`config.mk`:
```
export PLATFORM = sky130hd
export DESIGN_NAME = clock_timekeeper
export DESIGN_NICKNAME = d
export VERILOG_FILES = /design/src/rtl/clock_timekeeper.sv
export SDC_FILE = /design/constraint.sdc
export NUM_CORES = 1
export LEC_CHECK = 0
export CORE_ASPECT_RATIO = 0.6
export CORE_MARGIN = 2
export CORE_UTILIZATION = 25
export DETAILED_ROUTE_END_ITERATION = 12
export SLEW_MARGIN = 40
export SYNTH_ARGS = -nofsm -noshare
export SYNTH_HDL_FRONTEND = slang
export SYNTH_SLANG_ARGS = --single-unit
```
`constraint.sdc`:
```
create_clock -name clk -period 2.15 [get_ports clk]
set_input_delay 0.215 -clock clk [delete_from_list [all_inputs] [get_ports clk]]
set_output_delay 0.215 -clock clk [all_outputs]
set_load 0.05 [all_outputs]
```
`src/rtl/clock_timekeeper.sv`:
```
// Time-of-day core: prescales clk to a 1 Hz tick and keeps packed-BCD hh:mm:ss.
// Define CLK_TWELVE_HOUR_EN for a 12 h display with PM flag; otherwise 24 h and pm is 0.
module clock_timekeeper #(
    parameter int TICK_DIV = 1000
) (
    input  logic       clk,
    input  logic       rst,
    input  logic       run,
    input  logic       inc_hr,
    input  logic       inc_min,
    output logic [7:0] hr_bcd,
    output logic [7:0] min_bcd,
    output logic [7:0] sec_bcd,
    output logic       sec_tick,
    output logic       pm
);
    localparam int DIV_W = $clog2(TICK_DIV);
    localparam logic [DIV_W-1:0] DIV_LAST = DIV_W'(TICK_DIV - 1);
    localparam logic [DIV_W-1:0] DIV_ONE  = DIV_W'(1);
`ifdef CLK_TWELVE_HOUR_EN
    localparam logic [7:0] HR_RESET = 8'h12;
`else
    localparam logic [7:0] HR_RESET = 8'h00;
`endif

    // 00..59 in packed BCD, wrapping to 00.
    function automatic logic [7:0] inc_sexa(input logic [7:0] v);
        if (v[3:0] == 4'd9) begin
            if (v[7:4] == 4'd5)
                return 8'h00;
            return {v[7:4] + 4'd1, 4'd0};
        end
        return {v[7:4], v[3:0] + 4'd1};
    endfunction

    function automatic logic [7:0] inc_hour(input logic [7:0] v);
`ifdef CLK_TWELVE_HOUR_EN
        if (v == 8'h12)
            return 8'h01;
`else
        if (v == 8'h23)
            return 8'h00;
`endif
        if (v[3:0] == 4'd9)
            return {v[7:4] + 4'd1, 4'd0};
        return {v[7:4], v[3:0] + 4'd1};
    endfunction

    logic [DIV_W-1:0] r_div_cnt;
    logic [7:0]       r_hr;
    logic [7:0]       r_min;
    logic [7:0]       r_sec;
    logic             r_sec_tick;

    logic       w_tick;
    logic       w_set;
    logic       w_min_adv;
    logic       w_hr_adv;
    logic [7:0] w_sec_next;
    logic [7:0] w_min_next;
    logic [7:0] w_hr_next;

    // The whole carry chain is decided from current state so every digit
    // lands on the same edge as the seconds advance.
    assign w_tick     = run && (r_div_cnt == DIV_LAST);
    assign w_set      = !run && (inc_hr || inc_min);
    assign w_min_adv  = (w_tick && (r_sec == 8'h59)) || (!run && inc_min);
    assign w_hr_adv   = (w_tick && (r_sec == 8'h59) && (r_min == 8'h59)) || (!run && inc_hr);
    assign w_sec_next = inc_sexa(r_sec);
    assign w_min_next = inc_sexa(r_min);
    assign w_hr_next  = inc_hour(r_hr);

    always_ff @(posedge clk) begin
        if (rst) begin
            r_div_cnt  <= '0;
            r_hr       <= HR_RESET;
            r_min      <= 8'h00;
            r_sec      <= 8'h00;
            r_sec_tick <= 1'b0;
        end else begin
            r_sec_tick <= w_tick;
            if (w_tick) begin
                r_div_cnt <= '0;
                r_sec     <= w_sec_next;
            end else if (w_set) begin
                // Setting the time restarts the current second from zero.
                r_div_cnt <= '0;
                r_sec     <= 8'h00;
            end else if (run) begin
                r_div_cnt <= r_div_cnt + DIV_ONE;
            end
            if (w_min_adv)
                r_min <= w_min_next;
            if (w_hr_adv)
                r_hr <= w_hr_next;
        end
    end

`ifdef CLK_TWELVE_HOUR_EN
    logic r_pm;

    always_ff @(posedge clk) begin
        if (rst)
            r_pm <= 1'b0;
        else if (w_hr_adv && (r_hr == 8'h11))
            r_pm <= ~r_pm;
    end

    assign pm = r_pm;
`else
    assign pm = 1'b0;
`endif

    assign hr_bcd   = r_hr;
    assign min_bcd  = r_min;
    assign sec_bcd  = r_sec;
    assign sec_tick = r_sec_tick;
endmodule

```
== After elaboration in Yosys (flattened, before gate mapping) ==
Cells that the tools add are included.

* Add/sub/neg operators: 7
* Multiply operators: 0
* Divide/modulo/power cells: 0
* Order comparisons: 0
* Equality and inequality tests: 10
* Shift-type cells: 0
* Mux-type cells: 23
* Bitwise logic cells: 0
* Reductions and logical operators: 16

{| class="wikitable"
|+ Operator list
! cell !! number
|-
| two-way mux 8 bit || 13
|-
| adder 4 x 1 -> 4 bit, second input constant || 6
|-
| == test 8 x 7 -> 1 bit, second input constant || 2
|-
| == test 4 bit, second input constant || 3
|-
| adder 10 x 1 -> 10 bit, second input constant || 1
|-
| == test 10 bit, second input constant || 1
|-
| two-way mux 1 bit || 9
|-
| == test 4 x 3 -> 1 bit, second input constant || 2
|-
| == test 8 x 6 -> 1 bit, second input constant || 1
|-
| logical AND 1 bit || 6
|-
| AND reduction 2 bit || 3
|-
| two-way mux 4 bit || 1
|-
| nonzero test 2 bit || 2
|-
| logical OR 1 bit || 3
|-
| OR reduction 3 bit || 1
|-
| inequality test 2 x 1 -> 1 bit, second input constant || 1
|-
| zero test 1 bit || 1
|}

* Register bits: 35
* Latch bits: 0
* RAM bits: 0
* Memory bits (read-only): 0
* Input port bits: 5
* Output and inout bits: 26
* Memories: 0

== Logic depth before layout (Yosys ltp) ==
* Word-level depth: 7
* Gate-level depth with buffers: 9
* Gate-level depth less buffers: 7

== Worst setup path after synthesis ==
No wires, ideal clock.

* Path kind: reg2reg
* Start point: register r_sec[0], in the netlist sec_bcd[0]
* End point: register r_hr[6], in the netlist hr_bcd[6]
* Data arrival time: 2,215 ps
* Setup slack: -187 ps
* Stages on the path, launching flop included: 7
* Buffers on the path: 0
* Clock period less this slack: 2,337 ps
* Cell sequence: dfxtp_1 -> ha_1 -> nand3b_1 -> or4_4 -> o21ai_4 -> nand2b_2 -> a221o_1

* Longest elaborated chain between the ends: 5

{| class="wikitable"
|+ RTL lines
! item !! RTL line !! text
|-
| from (decl) || 52 || <nowiki>logic [7:0] r_sec;</nowiki>
|-
| from (signal assigned) || 84 || <nowiki>r_sec <= w_sec_next;</nowiki>
|-
| == test 8 x 7 -> 1 bit || 68 || <nowiki>assign w_hr_adv = (w_tick && (r_sec == 8'h59) && (r_min == 8'h59)) || (!run && inc_hr);</nowiki>
|-
| logical AND 1 bit (2 in series) || 68 ||
|-
| logical OR 1 bit || 68 ||
|-
| AND reduction 2 bit (no line) || n/a ||
|-
| to (signal assigned) || 95 || <nowiki>r_hr <= w_hr_next;</nowiki>
|-
| to (decl) || 50 || <nowiki>logic [7:0] r_hr;</nowiki>
|}

Every way passes these cells.
A chain may end at the register's enable or synchronous reset.

== Worst setup path in the final report ==
* Start point: register r_div_cnt[1]
* End point: register r_sec[5], in the netlist sec_bcd[5]

* Longest elaborated chain between the ends: 4
* Elaborated cells on any way between the ends: 6
* Those cells by class: eq/ne (2); mux (1); reduce/logical (3)

{| class="wikitable"
|+ RTL lines
! item !! RTL line !! text
|-
| from (decl) || 49 || <nowiki>logic [DIV_W-1:0] r_div_cnt;</nowiki>
|-
| from (signal assigned) || 90 || <nowiki>r_div_cnt <= r_div_cnt + DIV_ONE;</nowiki>
|-
| == test 10 bit (*) || 65 || <nowiki>assign w_tick = run && (r_div_cnt == DIV_LAST);</nowiki>
|-
| logical AND 1 bit (*) || 65 ||
|-
| inequality test 2 x 1 -> 1 bit (no line) or nonzero test 2 bit (tied branches) || n/a ||
|-
| AND reduction 2 bit (no line) || n/a ||
|}

Every way passes the cells marked *; elsewhere a longest branch is shown, timed or not.

==> key figures <==
Synth
  – Synthesized flop and latch total: 35
  – Top cells by area, synth: dfxtp_1 (38%), ha_1 (6.1%), nor2_1 (4.5%)
  – Seq/Total Area, Yosys: 0.3810
  – Synth area leader: dfxtp_1
  – Synth unique cells: 51
  – Ys Warns: 0
  – Post-synthesis cell area: roughly 1800 um2
  – Area share of the largest cell type after synthesis: 0.3810
  – Post-synth ARST share: 0
  – Post-synth top flop: dfxtp_1
  – EDFF count, synth: 0
  – Mean Syn Cell Area: ~9 um2
  – Syn_nets: around 220
  – Gate Count Post-Synth: 207

Detailed routing
  – WL per Instance: around 12 um
  – Initial drt markers: 66
  – Vias per cell: 4.746
  – Antenna Nets Post-Route: 0
  – Drt pass-1 iters: 4
  – Routed vias: 1609
  – Residual DRC: 0
  – Detailed-route wire length: between 4 and 5 mm

Cells and area
  – Nets: 262
  – ANT cells: 0
  – Share of post-route cells with drive strength above 1: 0.1532
  – Layout Area Growth over Synthesis: 33.47%
  – Final Cell Area: about 2500 um2

GRT
  – Tot GR Track Use: 0.1070
  – Antenna violations before repair: 0
  – First-pass GRT wire length: around 7 mm
  – Largest net degree at the start of global routing: 25
  – Via count of the first global-routing pass: 1433
  – Total overflow reported by the global router: 0

STA
  – Setup TNS: 0 ns
  – Hold Vio Cnt, Final: 0
  – # setup viols final: 0
  – FMAX: 487.6 MHz
  – Tcrit/Tclk final: 0.9539
  – RSZ-0062 raised after global routing: no
  – Worst Tran Pin Value: around 0.51 ns
  – Slew Limit Fails: 0
  – Clock skew: roughly 0.0062 ns
  – Max-slew headroom: 0.6576
  – Fin crit period: 2.051 ns

CTS
  – Clk Latency, worst-skew pair: 0.27 ns
  – Longest Clk Path Bufs: 2
  – CTS buffer count: 5
  – CTS tree: done
  – CTS Root Cell: clkbuf_16
  – Reg clk slew, reported paths: approximately 0.060 ns
  – Setup Fix Bufs, Post-CTS: 0
  – CTS Sinks: 35
  – Hold bufs inserted after CTS: 0
  – CTS H-tree depth: 2

Power
  – Peak supply drop: just under 0.0003 V
  – Leak pwr: around 0.85 nW
  – PD cells: ~600 nW/um2

Placed design
  – Port-buffer cells: 29
  – RePlAce Congestion: between 0.7 and 0.8
  – Area of placed instances: approximately 2300 um2
  – DP HPWL: between 3 and 4 mm

Setup path
  – Slowest cell on crit path: or4_4
  – Max incr delay on CP: ~0.60 ns
  – Crit-path cells: ha_4, nand4_1, or4_4, buf_4, or3_2, a21oi_2
  – Type of element launching the critical path: flop
  – Kind of cell adding the most delay to the critical path: simple AND/OR/NAND/NOR gates
  – Crit path max fanout: 4
  – Worst path bufs/invs: 1
  – Critical setup path kind: flop to flop
  – Crit path DAT: about 2.3 ns
  – Crit end category: flop
  – Worst path required time: 2.36 ns

Floorplanning
  – Die height: slightly above 70 um
  – Initial Utilization: 0.2552
  – Die ar.: about 8000 um2
  – Row count: 24
  – I/O pin count: 31
  – Core ar.: approximately 7000 um2
  – Chip width: roughly 110 um

Run
  – Max Cap Violations: 0

Run status
  – Status: finished clean

Hold path
  – Hold/Removal Path Class: flop to flop
==> registers in the layout, indices dropped and copies added (netlist names) <==
register	flops
sec_bcd	8
hr_bcd	8
sec_tick	1
min_bcd	8
r_div_cnt	10
==> cell type report <==
type / instances / area [um2]
clock buffers: 6 / 138.9
clock inverters: 1 / 5.005
fillers: 741 / 4752
inverters: 11 / 41.29
multi-input cells: 152 / 1052
flip-flops and latches: 35 / 708.2
well taps: 91 / 113.9
repair buffers: 43 / 395.4
==> cell usage after synthesis (all sizes together), types with 2 or more instances <==
cell type,count
or2,3
or3,4
o21ai,10
nor4,2
o31ai,3
a32o,2
nand3,6
nand3b,4
nand2,11
nor2,22
xnor2,7
and3,2
nor3,7
a21oi,14
mux2i,2
clkbuf,4
nor2b,6
ha,9
xor2,4
nor4b,3
nand4,7
or4,4
o22ai,2
dfxtp,35
buf,4
nor3b,2
inv,11
==> cells by family after synthesis <==
family,count (synthesis),share of synthesized area
and+or+nand+nor,89,0.2898
buffers and inverters,20,0.05782
adders and majority gates,9,0.06123
AOI/OAI and AO/OA,40,0.1449
other,1,0.002039
xor gates and xnor gates,11,0.05238
DFF,35,0.3810
muxes,2,0.01088
==> cell usage in the layout (no fill, tap or decap), types with 7 or more instances in the layout <==
master           count
nand4_1              7
dfxtp_1             31
o21ai_0              9
inv_1               11
nor3_1               7
nor2_1              22
clkdlybuf4s50_1     29
xnor2_1              7
buf_4               14
a21oi_1             12
nand2_1             11
ha_1                 8
==> worst reg2reg max path: cells and delay by family (launching register included) <==
family / cells / cell delay (ns)
compound gates: 1 / 0.12
flops: 1 / 0.37
buf+inv: 1 / 0.17
fa+ha+maj: 1 / 0.14
simple gates: 3 / 1.20
==> per-stage QoR <==
stage | hold slack (ns) | utilization | cells | power [mW] | worst slack (ns)
floorplan | 0.4411 | - | 207 | 0.7457 | 0.009672
global placement | 0.4898 | 0.3172 | 332 | 0.7780 | -0.007788
detailed placement | 0.4877 | 0.3172 | 332 | 0.7798 | -0.04287
CTS | 0.4946 | 0.3372 | 339 | 1.488 | 0.06645
global route | 0.5081 | 0.3406 | 339 | 1.526 | 0.01841
finish | 0.4983 | 0.3406 | 339 | 1.470 | 0.09919
==> timing repair <==
item | CTS | global route
setup endpoints to repair | 0 | 6
gates resized for setup | 0 | 7
endpoints found under the hold margin | 0 | 0
==> final timing paths <==
kind | endpoint | cells after the start | start | slack, ns
min reg2reg | sec_bcd[0] | 1 | sec_bcd[0] | 0.50
min | sec_bcd[0] | 1 | sec_bcd[0] | 0.50
max | sec_bcd[5] | 6 | r_div_cnt[1] | 0.1
max reg2reg | sec_bcd[5] | 6 | r_div_cnt[1] | 0.1
==> report_power, final <==
part           internal, mW  leakage (nW)  switching, mW  total (mW)
Clock                 0.452        0.0727          0.251       0.703
Sequential            0.655         0.285        0.00685       0.662
Combinational        0.0404         0.491         0.0655       0.106
==> per-layer routing <==
layer	track usage	up-vias	routed length, um
li1	-	828	-
met2	0.1499	31	1696
met4	0.02410	0	19
met1	0.1586	748	2240
met5	0	-	0
met3	0.03299	2	224
No activity file was read; power rests on OpenSTA's default activity.
